<file path="config.mk">
export PLATFORM = sky130hd
export DESIGN_NAME = bcd_cascade_ctrl
export DESIGN_NICKNAME = d
export VERILOG_FILES = /design/src/rtl/bcd_cascade_ctrl.sv
export SDC_FILE = /design/constraint.sdc
export NUM_CORES = 1
export LEC_CHECK = 0
export ABC_AREA = 1
export BUFFER_PORTS_ARGS = -buffer_cell sky130_fd_sc_hd__buf_2
export CORE_AREA = 5 5 59 61
export DETAILED_ROUTE_END_ITERATION = 10
export DIE_AREA = 0 0 64 66
export PLACE_DENSITY_LB_ADDON = 0.08
export SYNTH_ARGS = -nofsm -noshare
export SYNTH_HDL_FRONTEND = slang
export SYNTH_SLANG_ARGS = --single-unit
export TNS_END_PERCENT = 30
</file>
<file path="constraint.sdc">
create_clock -name clk -period 2.25 [get_ports clk]
set_clock_uncertainty 0.1 [all_clocks]
set_input_delay 0.45 -clock clk [delete_from_list [all_inputs] [get_ports clk]]
set_output_delay 0.45 -clock clk [all_outputs]
set_load 0.02 [all_outputs]
</file>
<file path="src/rtl/bcd_cascade_ctrl.sv">
// Multi-digit BCD counter controller: increment/decrement ripple one digit per
// cycle, single-cycle load (with digit validation) and clear.
`timescale 1ns/1ps
module bcd_cascade_ctrl #(
  parameter int DIGITS = 4
) (
  input  logic                  clk,
  input  logic                  reset,
  input  logic                  cmd_valid,
  output logic                  cmd_ready,
  input  logic [1:0]            cmd_op,
  input  logic [4*DIGITS-1:0]   cmd_data,
  output logic [4*DIGITS-1:0]   value,
  output logic                  busy,
  output logic                  wrap,
  output logic                  load_err
);

  localparam int IDX_W = (DIGITS > 1) ? $clog2(DIGITS) : 1;
  localparam logic [IDX_W-1:0] LAST_IDX = IDX_W'(DIGITS - 1);

  localparam logic [1:0] OP_INC  = 2'b00;
  localparam logic [1:0] OP_DEC  = 2'b01;
  localparam logic [1:0] OP_LOAD = 2'b10;
  localparam logic [1:0] OP_CLR  = 2'b11;

  typedef enum logic {IDLE, STEP} state_t;

  state_t                state_q, state_d;
  logic [IDX_W-1:0]      idx_q, idx_d;
  logic                  dir_q, dir_d;
  logic [4*DIGITS-1:0]   value_q, value_d;
  logic                  wrap_q, wrap_d;
  logic                  load_err_q, load_err_d;
  logic [3:0]            cur_digit;
  logic                  rolls;

  function automatic logic [3:0] digit_step(input logic [3:0] d, input logic down);
    if (down) return (d == 4'd0) ? 4'd9 : d - 4'd1;
    else      return (d == 4'd9) ? 4'd0 : d + 4'd1;
  endfunction

  function automatic logic digit_rolls(input logic [3:0] d, input logic down);
    return down ? (d == 4'd0) : (d == 4'd9);
  endfunction

  function automatic logic bcd_legal(input logic [4*DIGITS-1:0] v);
    for (int k = 0; k < DIGITS; k++)
      if (v[4*k +: 4] > 4'd9) return 1'b0;
    return 1'b1;
  endfunction

  always_comb begin
    cur_digit = 4'd0;
    for (int k = 0; k < DIGITS; k++)
      if (idx_q == IDX_W'(k)) cur_digit = value_q[4*k +: 4];
  end

  assign rolls = digit_rolls(cur_digit, dir_q);

  always_comb begin
    state_d    = state_q;
    idx_d      = idx_q;
    dir_d      = dir_q;
    value_d    = value_q;
    wrap_d     = 1'b0;
    load_err_d = 1'b0;
    case (state_q)
      IDLE: begin
        if (cmd_valid) begin
          case (cmd_op)
            OP_INC: begin
              state_d = STEP;
              idx_d   = '0;
              dir_d   = 1'b0;
            end
            OP_DEC: begin
              state_d = STEP;
              idx_d   = '0;
              dir_d   = 1'b1;
            end
            OP_LOAD: begin
              // Illegal digits are refused outright so value never holds non-BCD.
              if (bcd_legal(cmd_data)) value_d = cmd_data;
              else                     load_err_d = 1'b1;
            end
            default: value_d = '0;
          endcase
        end
      end
      STEP: begin
        for (int k = 0; k < DIGITS; k++)
          if (idx_q == IDX_W'(k)) value_d[4*k +: 4] = digit_step(cur_digit, dir_q);
        if (rolls && (idx_q != LAST_IDX)) begin
          idx_d = idx_q + 1'b1;
        end else begin
          state_d = IDLE;
          idx_d   = '0;
          wrap_d  = rolls;
        end
      end
      default: begin
        state_d = IDLE;
        idx_d   = '0;
      end
    endcase
  end

  always_ff @(posedge clk) begin
    if (reset) begin
      state_q    <= IDLE;
      idx_q      <= '0;
      dir_q      <= 1'b0;
      value_q    <= '0;
      wrap_q     <= 1'b0;
      load_err_q <= 1'b0;
    end else begin
      state_q    <= state_d;
      idx_q      <= idx_d;
      dir_q      <= dir_d;
      value_q    <= value_d;
      wrap_q     <= wrap_d;
      load_err_q <= load_err_d;
    end
  end

  assign cmd_ready = (state_q == IDLE);
  assign busy      = (state_q == STEP);
  assign value     = value_q;
  assign wrap      = wrap_q;
  assign load_err  = load_err_q;

endmodule

</file>
==> results, run 1 <==
- The flow ran to the end, and the final reports show no timing, DRC or antenna violations.
- The path class of the tightest hold or removal check is input pin to flip-flop.
- The startpoint of the worst hold path is reset.
- The total of flip-flops plus latches after synthesis is 22.
- The global-route total usage across every layer is 18.9%.
- The fraction of the cycle the final worst path needs is 90.2%.
- The power spent charging and discharging nets is 0.000338 W.
- The routed layout has 1453 vias.
- The floorplan has 20 rows.
- Data on the critical path is required at its endpoint by 2370 ps.
- The critical path endpoint category is a flip-flop.
- The number of DRC violations after detailed-routing iteration 0 is 91.
- The area added between synthesis and finish is 20.2%.
- The highest net fanout along the worst path is 6.
- Counting instances, the worst hold path has a depth of 2.
- The number of antenna diodes in the final layout is 0.
- The number of nets handed over by synthesis was 226.
- Averaged over all synthesized cells, the footprint is 6.92 um2.
- The destination of the worst register-to-register timing path is value[3]$_SDFFE_PP0P_.
- The clock passes through at most 2 buffers.
- The placer congestion estimate is 0.811.
- The number of sinks handled by clock tree synthesis is 22.
- The H-tree depth is 1.
- Of the total power, the clock network draws 20.4%.
- The largest net degree at the start of global routing is 20.
- The total power is 0.000924 W.
- In the final routed layout, each cell accounts on average for 13.5 um.
- The cell area power density is 553 nW/um2.
- The maximum resistive drop on vdd is 0.374 mV.
- The internal power is 0.000585 W.
- The number of antenna violations at the first check in global routing came to 0.
- The later pin in the worst-skew pair is clocked with a latency of 320 ps.
- The routed design could run at a clock period as short as 2030 ps.
- The detailed-routing iteration count for the pre-antenna-repair pass is 4.
- The first global-routing pass estimated 6290 um of wire.
- In this run, the combinational gates consume 31.3% of the power.
- The root buffer cell chosen for the clock tree is clkbuf_4.
- The worst slack on hold paths is 231 ps.
- The maximum achievable frequency is 0.493 GHz.
- The worst setup path is of the flip-flop to flip-flop kind.
- The worst min-delay path endpoint is busy$_SDFF_PP0_.
- The total global routing overflow is 0.
- The area of the core region is 2930 um2.
- The die boundary height is 66 um.
- The routed design has 3770 um of wire.
- The cell area that synthesis handed to floorplanning was 1390 um2.
- STA classifies the critical path startpoint as a flip-flop.
- The beginning of the critical path is idx_q[0]$_SDFFE_PP0P_.
- The worst pin sits at a relative slew slack of 67.6%.
- After routing, the total negative slack on setup checks comes to 0 ps.
- The quantity of I/O buffers inserted on ports is 40.
- Data arrives at the worst endpoint at 2150 ps.
- The actual transition at the worst max-transition pin is 485 ps.
- The number of different library cells in the post-synthesis netlist is 23.
- The final-report max-slew violation count is 0.
- The switching portion of total power is 36.6%.
- The final-report setup violation count is 0.
- For this run, the number of Yosys warnings is 0.
- Setup repair after global routing left no endpoint under its margin.
- The share of synthesized area occupied by flip-flops and latches is 31.7%.
- The total of max-cap violations is 0.
- The number of design rule violations left after detail routing is 0.
- From left edge to right edge, the die measures 64 um.
- TritonCTS built the clock tree.
- The detail route stage leaves a number of antenna-violating nets equal to 0.
- After clock tree synthesis, the clock-pin slew on the worst setup and hold paths is 120 ps.
- Setup slack on the worst reg-to-reg path comes out at 220 ps.
- The starting utilization of the core area is 47.5%.
- The count of pins on the block boundary is 41.
- The via count of the first global-routing pass is 1389.
- The share of post-route cells with drive strength above 1 is 35.9%.
- The die covers 4220 um2.
- In the synthesized netlist, the number of instances is 201.
- The net count of the finished layout is 272.
- After detailed routing, the number of vias per cell comes to 5.23.
- The static leakage power is 0.816 nW.
- The sequential fraction of design power is 48.3%.
- The worst register-to-register path has a depth of 14.
- Detailed placement ended at an HPWL of 2940 um.
- The hold violation total from the final report came to 0.
- The start of the worst register-to-register path is idx_q[0]$_SDFFE_PP0P_.
- The number of buffers created by CTS is 3.
sequential cells by signal, indices dropped and copies added (netlist names):
name and count:
idx_q 2, wrap 1, dir_q 1, load_err 1, busy 1, value 16
what timing repair did:
action / CTS / global route
setup endpoints to repair: 0 / 1
hold buffers: 0 / 0
buffers inserted: 0 / 0
gates resized for setup: 0 / 1
synthesized netlist by cell type (all sizes together):
cell type / n / area share (%)
a21oi: 38 / 16
a31oi: 4 / 1.8
buf: 3 / 1.3
clkbuf: 1 / 0.27
dfxtp: 22 / 32
ha: 4 / 3.6
inv: 21 / 5.7
nand2: 50 / 17
nand3: 12 / 4.3
nand4: 2 / 0.90
nor2: 17 / 6.2
nor3: 3 / 1.9
o21ai: 24 / 9.2
cell usage in the layout (no fill, tap or decap), drive strengths merged:
cell	netlist	routed
a21oi	38	38
a31oi	4	4
inv	21	21
nor3	3	3
nand2	50	50
clkbuf	1	3
dfxtp	22	22
nand4	2	2
nor2	17	17
buf	3	45
o21ai	24	24
nand3	12	12
ha	4	4
cell families (layout without fill, tap and decap cells):
family	Yosys count	after routing	synth area share [%]
AOI/OAI and AO/OA	66	66	27.4
adders and majority gates	4	4	3.60
and+or+nand+nor	84	84	30.1
buffers and inverters	25	69	7.29
DFF	22	22	31.7
critical path, cell delays in order, from the launching register on:
cell,delay (ps)
dfxtp_1,380
inv_1,90
ha_1,290
inv_2,140
nor2_2,50
nor2_2,150
nand2_1,90
nand2_2,110
nand3_1,110
nand2_1,70
nand2_1,50
nand2_1,70
nand2_2,60
nand2_4,90
a21oi_2,60
power by group through the flow:
stage / Combinational, W / Sequential (W) / Clock (W)
2_1_floorplan: 0.000166 / 0.000482 / 0
3_3_place_gp: 0.000289 / 0.000455 / 0
3_5_place_dp: 0.000288 / 0.000454 / 0
4_1_cts: 0.000289 / 0.000446 / 0.000191
5_1_grt: 0.000325 / 0.000451 / 0.000205
6_report: 0.000289 / 0.000446 / 0.000188
per-layer routing:
metal | track usage [%] | vias to the layer above | share of wire, %
li1 | - | 763 | -
met5 | 0 | - | 0
met4 | 7.27 | 0 | 1.5
met2 | 31.0 | 36 | 47
met3 | 2.21 | 5 | 4.1
met1 | 25.1 | 649 | 47
stage by stage:
| stage | util [%] | instances | setup WS [ps] | area (um2) |
|---|---|---|---|---|
| floorplan | - | 201 | 441 | 1390 |
| global placement | 56.2 | 275 | 248 | 1650 |
| detailed placement | 56.2 | 275 | 245 | 1650 |
| CTS | 57.0 | 278 | 218 | 1670 |
| global route | 57.1 | 278 | 28.3 | 1670 |
| finish | 57.1 | 278 | 221 | 1670 |
how the worst max path moves through the flow:
stage                                         to  slack [ps]
after floorplan           value[11]$_SDFFE_PP0P_         440
after global placement     value[1]$_SDFFE_PP0P_         250
after detailed placement   value[1]$_SDFFE_PP0P_         240
after CTS                  value[1]$_SDFFE_PP0P_         220
after global routing       idx_q[1]$_SDFFE_PP0P_          30
final                      value[3]$_SDFFE_PP0P_         220
final cells by class:
cell class / count / area, um2
fill: 300 / 1260
multi-input combinational: 154 / 848
sequential: 22 / 442
timing repair buffer: 45 / 238
inverter: 21 / 78.8
tap: 33 / 41.3
clock buffer: 3 / 22.5
Power figures use the tool's default switching activity.
==> run 2: changes to the inputs <==
REMOVE_ABC_BUFFERS = 1   (was not set)
==> results, run 2 (synthesis gave the netlist of run 1 again) <==
- The run finished with clean final reports.
- The worst setup path is captured at a flip-flop.
- The via count of the first global-routing pass is 1457 (+4.9%).
- The die boundary height is 66 um (unchanged).
- The wire length of the first global-routing pass is 6390 um (+1.7%).
- The number of buffers inserted by hold repair at cts is 0 (unchanged).
- The wire length on met3 was 166 um (+7.1%).
- The maximum achievable frequency is 0.505 GHz (+2.5%).
- The clock-pin slew on the worst setup and hold paths is 140 ps (+20 ps).
- The count of pins on the block boundary is 41 (unchanged).
- The final core utilization is 57.1% (unchanged).
- The layout net count was 270 (-0.74%).
- The number of DRC violations after detailed-routing iteration 0 is 104 (+14%).
- The library cells used most frequently in the layout, excluding fill and tap cells, are 40 x buf_2, 36 x nand2_1, 30 x a21oi_1, 22 x o21ai_0, 22 x dfxtp_1.
- The arrival time reported for the critical path endpoint was 2150 ps (about the same).
- The total buffers and inverters traversed by the critical path is 3 (+1).
- The hold violation total from the final report was 0 (unchanged).
- The total number of placement rows is 20 (unchanged).
- The placer congestion estimate came to 0.819 (+1.0%).
- The HPWL after detailed placement was 2970 um (+1.1%).
- The cell count along the critical path is 15 (+1).
- The signal on the critical path passes through inv_1 > ha_1 > inv_2 > nand3_1 > nand2_1 > nand2_1 > nand2_2 > inv_2 > nand2_1 > nand2_1 > nand2_1 > nand3_1 > nand2_1 > nand2_2 > a21oi_1.
- The startpoint class of the critical path is a flip-flop.
- The number of antenna violations at the first check in global routing was 0 (unchanged).
- The headroom to the max-slew limit came to 66.9% (-0.75 points).
- The register-to-register path setup slack is 270 ps (+50 ps).
- The flip-flop count of the largest register after layout is 16 (unchanged).
- The number of buffers created by CTS was 3 (unchanged).
- The quantity of I/O buffers inserted on ports is 40 (unchanged).
- The time the final worst path needs with I/O delays and setup was 1980 ps (-49.0 ps).
- The static leakage power is 0.810 nW (-0.63%).
- The die footprint is 4220 um2 (unchanged).
- The number of sinks handled by clock tree synthesis is 22 (unchanged).
- The area added between synthesis and finish is 20.2% (unchanged).
- Setup repair after global routing left no endpoint under its margin.
- The flip-flop and latch area is 440 um2 (-0.28%).
- The fill cell instance count of the final layout is 323 (+7.7%).
- The final-report setup violation count is 0 (unchanged).
- The horizontal die dimension came to 64 um (unchanged).
- The longest individual stage delay on the worst path is 410 ps (+30 ps).
- The via count normalized by instance count is 5.34 (+2.1%).
- The CTS tree is built.
- The area of the core region is 2930 um2 (unchanged).
- The highest layer touched by signal routing is met4.
- Leaving out fill and tap cells, the most frequent cell in the layout is buf_2.
- The hold path depth is 2 (unchanged).
- The total detailed-routing wirelength is 3770 um (about the same).
- The cell area power density is 577 nW/um2 (+4.4%).
- The share of post-route cells with drive strength above 1 is 35.7% (-0.26 points).
- The total via count in the routed design is 1478 (+1.7%).
- The antenna cell count came to 0 (unchanged).
- The slowest stage of the critical path is the dfxtp_1 cell.
- The cell sitting at the root of the clock tree is a clkbuf_4.
- The total of max-cap violations came to 0 (unchanged).
- The H-tree depth is 1 (unchanged).
- The number of design rule violations left after detail routing is 0 (unchanged).
- The met2 wire length is 1810 um (+2.4%).
- The total global routing overflow is 0 (unchanged).
- The area of the multi-input gates is 851 um2 (+0.29%).
- The accumulated negative setup slack is 0 ps (unchanged).
- The global-route total usage across every layer is 18.8% (-0.11 points).
- The largest net degree at the start of global routing is 20 (unchanged).
- The detailed-routing iteration count for the pre-antenna-repair pass came to 4 (unchanged).
- The maximum count of clock buffers along a single path was 2 (unchanged).
- The post-detailed-route count of antenna-violating nets is 0 (unchanged).
- The critical path class is flip-flop to flip-flop.
- The routed length on met1 was 1710 um (-4.1%).
- The required time reported for the critical path endpoint is 2420 ps (+50 ps).
- Broken down by cell family, the worst path's largest delay share belongs to simple AND/OR/NAND/NOR gates.
- The classification of the worst-slack hold path is input pin to flip-flop.
- The depth of the worst register-to-register path is 15 (+1).
- The fraction of the cycle the final worst path needs is 88.0% (-2.2 points).
- The starting utilization of the core area is 47.5% (unchanged).
- The source-to-sink clock delay at the later pin of the worst-skew pair was 330 ps (about the same).
- The worst slack on hold paths came to 236 ps (+4.89 ps).
- The detailed-route wire length per cell came to 13.6 um (+0.41%).
- The maximum resistive drop on vdd came to 0.333 mV (-11%).
- The highest net fanout along the worst path came to 6 (unchanged).
- The most frequent cell on the critical path is nand2_1.
- The actual transition at the worst max-transition pin is 496 ps (+11.2 ps).
- The final-report max-slew violation count is 0 (unchanged).
## run 2: cell types whose count changed in the layout (fill, tap and decap cells not counted), sizes merged
cell	delta
buf	-2
clkbuf	+1
## run 2: metrics by stage
step | setup WS, ps | instances | total power, W | instance area, um2
floorplan | 418 | 197 | 0.000646 | 1370
CTS | 243 | 277 | 0.000963 | 1670
global placement | 289 | 273 | 0.000741 | 1630
finish | 269 | 277 | 0.000964 | 1670
global route | 0.616 | 277 | 0.00103 | 1670
detailed placement | 271 | 273 | 0.000741 | 1630
## run 2: area by class of cell
class | instances | area share [%]
Clock buffer | 4 | 2.17
Tap cell | 33 | 2.47
Inverter | 21 | 4.72
Timing Repair Buffer | 43 | 13.3
Multi-Input combinational cell | 154 | 50.9
Sequential cell | 22 | 26.4
## run 2: repair_timing
action                                  CTS  global route
resized for setup                         0             1
hold endpoints to repair                  0             0
buffers inserted                          0             0
endpoints found under the setup margin    0             9
## run 2: per-layer routing
metal	vias to the layer above	track usage, %
met4	0	8.31
met2	39	31.3
li1	761	-
met1	670	23.8
met3	8	2.72
met5	-	0
## run 2: final timing paths
kind | startpoint | end
setup / recovery | idx_q[1]$_SDFFE_PP0P_ | value[6]$_SDFFE_PP0P_
hold / removal | reset | idx_q[1]$_SDFFE_PP0P_
setup reg to reg | idx_q[1]$_SDFFE_PP0P_ | value[6]$_SDFFE_PP0P_
hold reg to reg | idx_q[1]$_SDFFE_PP0P_ | idx_q[1]$_SDFFE_PP0P_
## run 2: report_power, final
part | leakage, nW | total (W) | internal, W | switching, W
clock | 0.0210 | 0.000231 | 0.0000992 | 0.000132
combinational | 0.609 | 0.000287 | 0.000101 | 0.000186
sequential | 0.180 | 0.000446 | 0.000420 | 0.0000267
total | 0.810 | 0.000964 | 0.000620 | 0.000345
==> run 3: changes to the inputs <==
CORE_AREA = 2 2 56 58   (was 5 5 59 61)
DIE_AREA = 0 0 58 60   (was 0 0 64 66)
==> results, run 3 (synthesis gave the netlist of run 1 again) <==
- The run finished with clean final reports.
- The flip-flop and latch area came to 442 um2 (+0.28%).
- The via count normalized by instance count is 5.35 (+0.27%).
- The post-detailed-route count of antenna-violating nets is 0 (unchanged).
- The cell area power density is 548 nW/um2 (-5.1%).
- The critical path endpoint category is a flip-flop.
- The highest net fanout along the worst path is 6 (unchanged).
- The number of DRC violations after detailed-routing iteration 0 is 64 (-38%).
- The largest net degree at the start of global routing is 20 (unchanged).
- The final-report setup violation count was 0 (unchanged).
- The cell area after placement is 1640 um2 (+0.46%).
- The number of sinks handled by clock tree synthesis is 22 (unchanged).
- The die boundary height is 60 um (-9.1%).
- The accumulated negative setup slack came to 0 ps (unchanged).
- The maximum achievable frequency was 0.503 GHz (-0.45%).
- The tree is rooted in a clkbuf_4.
- The critical path class is flip-flop to flip-flop.
- The H-tree depth is 1 (unchanged).
- The detailed-routing iteration count for the pre-antenna-repair pass came to 4 (unchanged).
- The path class of the tightest hold or removal check is input pin to flip-flop.
- The placer congestion estimate came to 0.866 (+5.8%).
- The most common library cell in the layout ignoring fill and taps is buf_2.
- The required time reported for the critical path endpoint is 2390 ps (-30 ps).
- The clock-pin slew on the worst setup and hold paths came to 110 ps (-30 ps).
- The HPWL after detailed placement is 2900 um (-2.2%).
- The actual transition at the worst max-transition pin is 500 ps (+3.15 ps).
- The headroom to the max-slew limit came to 66.7% (-0.21 points).
- The proportion of power drawn by the clock network is 19.3% (-4.7 points).
- The final core utilization came to 57.4% (+0.32 points).
- STA classifies the critical path startpoint as a flip-flop.
- The quantity of I/O buffers inserted on ports came to 40 (unchanged).
- Setup repair after global routing left no endpoint under its margin.
- The total of max-cap violations is 0 (unchanged).
- The fraction of the cycle the final worst path needs is 88.4% (+0.39 points).
- The switching portion of total power came to 35.9% (+0.14 points).
- In the layout the commonest cells are 40 x buf_2, 36 x nand2_1, 30 x a21oi_1, 22 x o21ai_0, 21 x dfxtp_1.
- The number of buffers inserted by post-CTS setup repair is 0 (unchanged).
- The horizontal die dimension is 58 um (-9.4%).
- The number of buffers created by CTS was 3 (unchanged).
- The maximum count of clock buffers along a single path is 2 (unchanged).
- The sequential fraction of design power is 48.8% (+2.5 points).
- The maximum resistive drop on vdd is 0.438 mV (+32%).
- The antenna cell count is 0 (unchanged).
- The detailed-route wire length per cell was 13.3 um (-2.0%).
- TritonCTS built the clock tree.
- The hold violation total from the final report was 0 (unchanged).
- The time the final worst path needs with I/O delays and setup was 1990 ps (+8.87 ps).
- The share of post-route cells with drive strength above 1 is 36.1% (+0.41 points).
- The total detailed-routing wirelength is 3690 um (-2.0%).
- The total number of placement rows is 20 (unchanged).
- The area of the core region is 2900 um2 (-0.85%).
- The internal power is 0.000585 W (-5.6%).
- The final-report max-slew violation count is 0 (unchanged).
- The part of the power in combinational logic is 31.9% (+2.1 points).
- The arrival time reported for the critical path endpoint came to 2130 ps (-20 ps).
- The layout net count is 271 (+0.37%).
- The area added between synthesis and finish is 19.8%.
- The global-route total usage across every layer is 21.8% (+3.0 points).
- The via count of the first global-routing pass is 1259 (-14%).
- The source-to-sink clock delay at the later pin of the worst-skew pair is 300 ps (-30 ps).
- The flip-flop count of the largest register after layout came to 16 (unchanged).
- The worst slack on hold paths came to 228 ps (-7.96 ps).
- The starting utilization of the core area is 47.9% (+0.41 points).
- The wire length of the first global-routing pass was 5740 um (-10%).
- The count of pins on the block boundary came to 41 (unchanged).
- The area of the multi-input gates is 851 um2 (unchanged).
- The number of instances in the placed design is 274 (+0.37%).
- The total global routing overflow is 0 (unchanged).
- The number of buffers inserted by hold repair at cts came to 0 (unchanged).
- The static leakage power is 0.809 nW (-0.19%).
- The number of antenna violations at the first check in global routing was 0 (unchanged).
- The power spent charging and discharging nets came to 0.000327 W (-5.0%).
- The number of instances resized during post-cts repair is 0 (unchanged).
- The total via count in the routed design came to 1482 (+0.27%).
- The post-route non-filler standard cell count is 277 (unchanged).
- The number of design rule violations left after detail routing came to 0 (unchanged).
- The area of all placed cells without fillers is 1670 um2 (-0.30%).
- The die footprint came to 3480 um2 (-18%).
- The fill cell instance count of the final layout is 332 (+2.8%).
-- run 3: changes by cell type in the layout (fill, tap and decap cells not counted), sizes merged --
| cell | previous run | this run |
|---|---|---|
| clkbuf | 4 | 3 |
| buf | 43 | 44 |
-- run 3: layout make-up --
| type | instances | share of cell area, % |
|---|---|---|
| clock buffers | 3 | 1.35 |
| repair buffers | 44 | 13.8 |
| inverters | 21 | 4.73 |
| multi-input cells | 154 | 51.1 |
| well taps | 33 | 2.48 |
| flip-flops and latches | 22 | 26.5 |
-- run 3: path summary, 6_finish.rpt --
check / start / to / slack (ps) / depth (start not counted)
setup / recovery: idx_q[1]$_SDFFE_PP0P_ / value[6]$_SDFFE_PP0P_ / 260 / 15
hold / removal: reset / idx_q[1]$_SDFFE_PP0P_ / 230 / 2
setup reg to reg: idx_q[1]$_SDFFE_PP0P_ / value[6]$_SDFFE_PP0P_ / 260 / 15
hold reg to reg: idx_q[1]$_SDFFE_PP0P_ / idx_q[1]$_SDFFE_PP0P_ / 410 / 2
-- run 3: worst max-delay path, stage by stage (launching register included) --
cell     delay (ps)
dfxtp_2         390
inv_1            70
ha_1            250
inv_2           120
nand3_1          70
nand2_1          70
nand2_1          70
nand2_2         130
inv_2            80
nand2_1         100
nand2_1          60
nand2_1          60
nand3_1          60
nand2_1          80
nand2_2          90
a21oi_1         130
-- run 3: through the flow --
step	worst slack (ps)	total power, W
after CTS	213	0.000916
after global routing	59.2	0.000967
after global placement	257	0.000744
after detailed placement	236	0.000743
after floorplan	418	0.000646
final	261	0.000912
-- run 3: routing by layer --
layer  track usage, %  part of all wire, %  vias to the layer above
met4             4.32                 0.54                        0
met5                0                    0                        -
met3             5.19                  6.8                        2
met1             28.7                   46                      662
li1                 -                    -                      769
met2             36.4                   46                       49
-- run 3: power by group through the flow --
stage / registers [W] / clock network [W] / logic, W
floorplan: 0.000485 / 0 / 0.000161
global placement: 0.000454 / 0 / 0.000290
detailed placement: 0.000453 / 0 / 0.000289
CTS: 0.000445 / 0.000180 / 0.000290
global route: 0.000450 / 0.000196 / 0.000321
finish: 0.000445 / 0.000176 / 0.000291
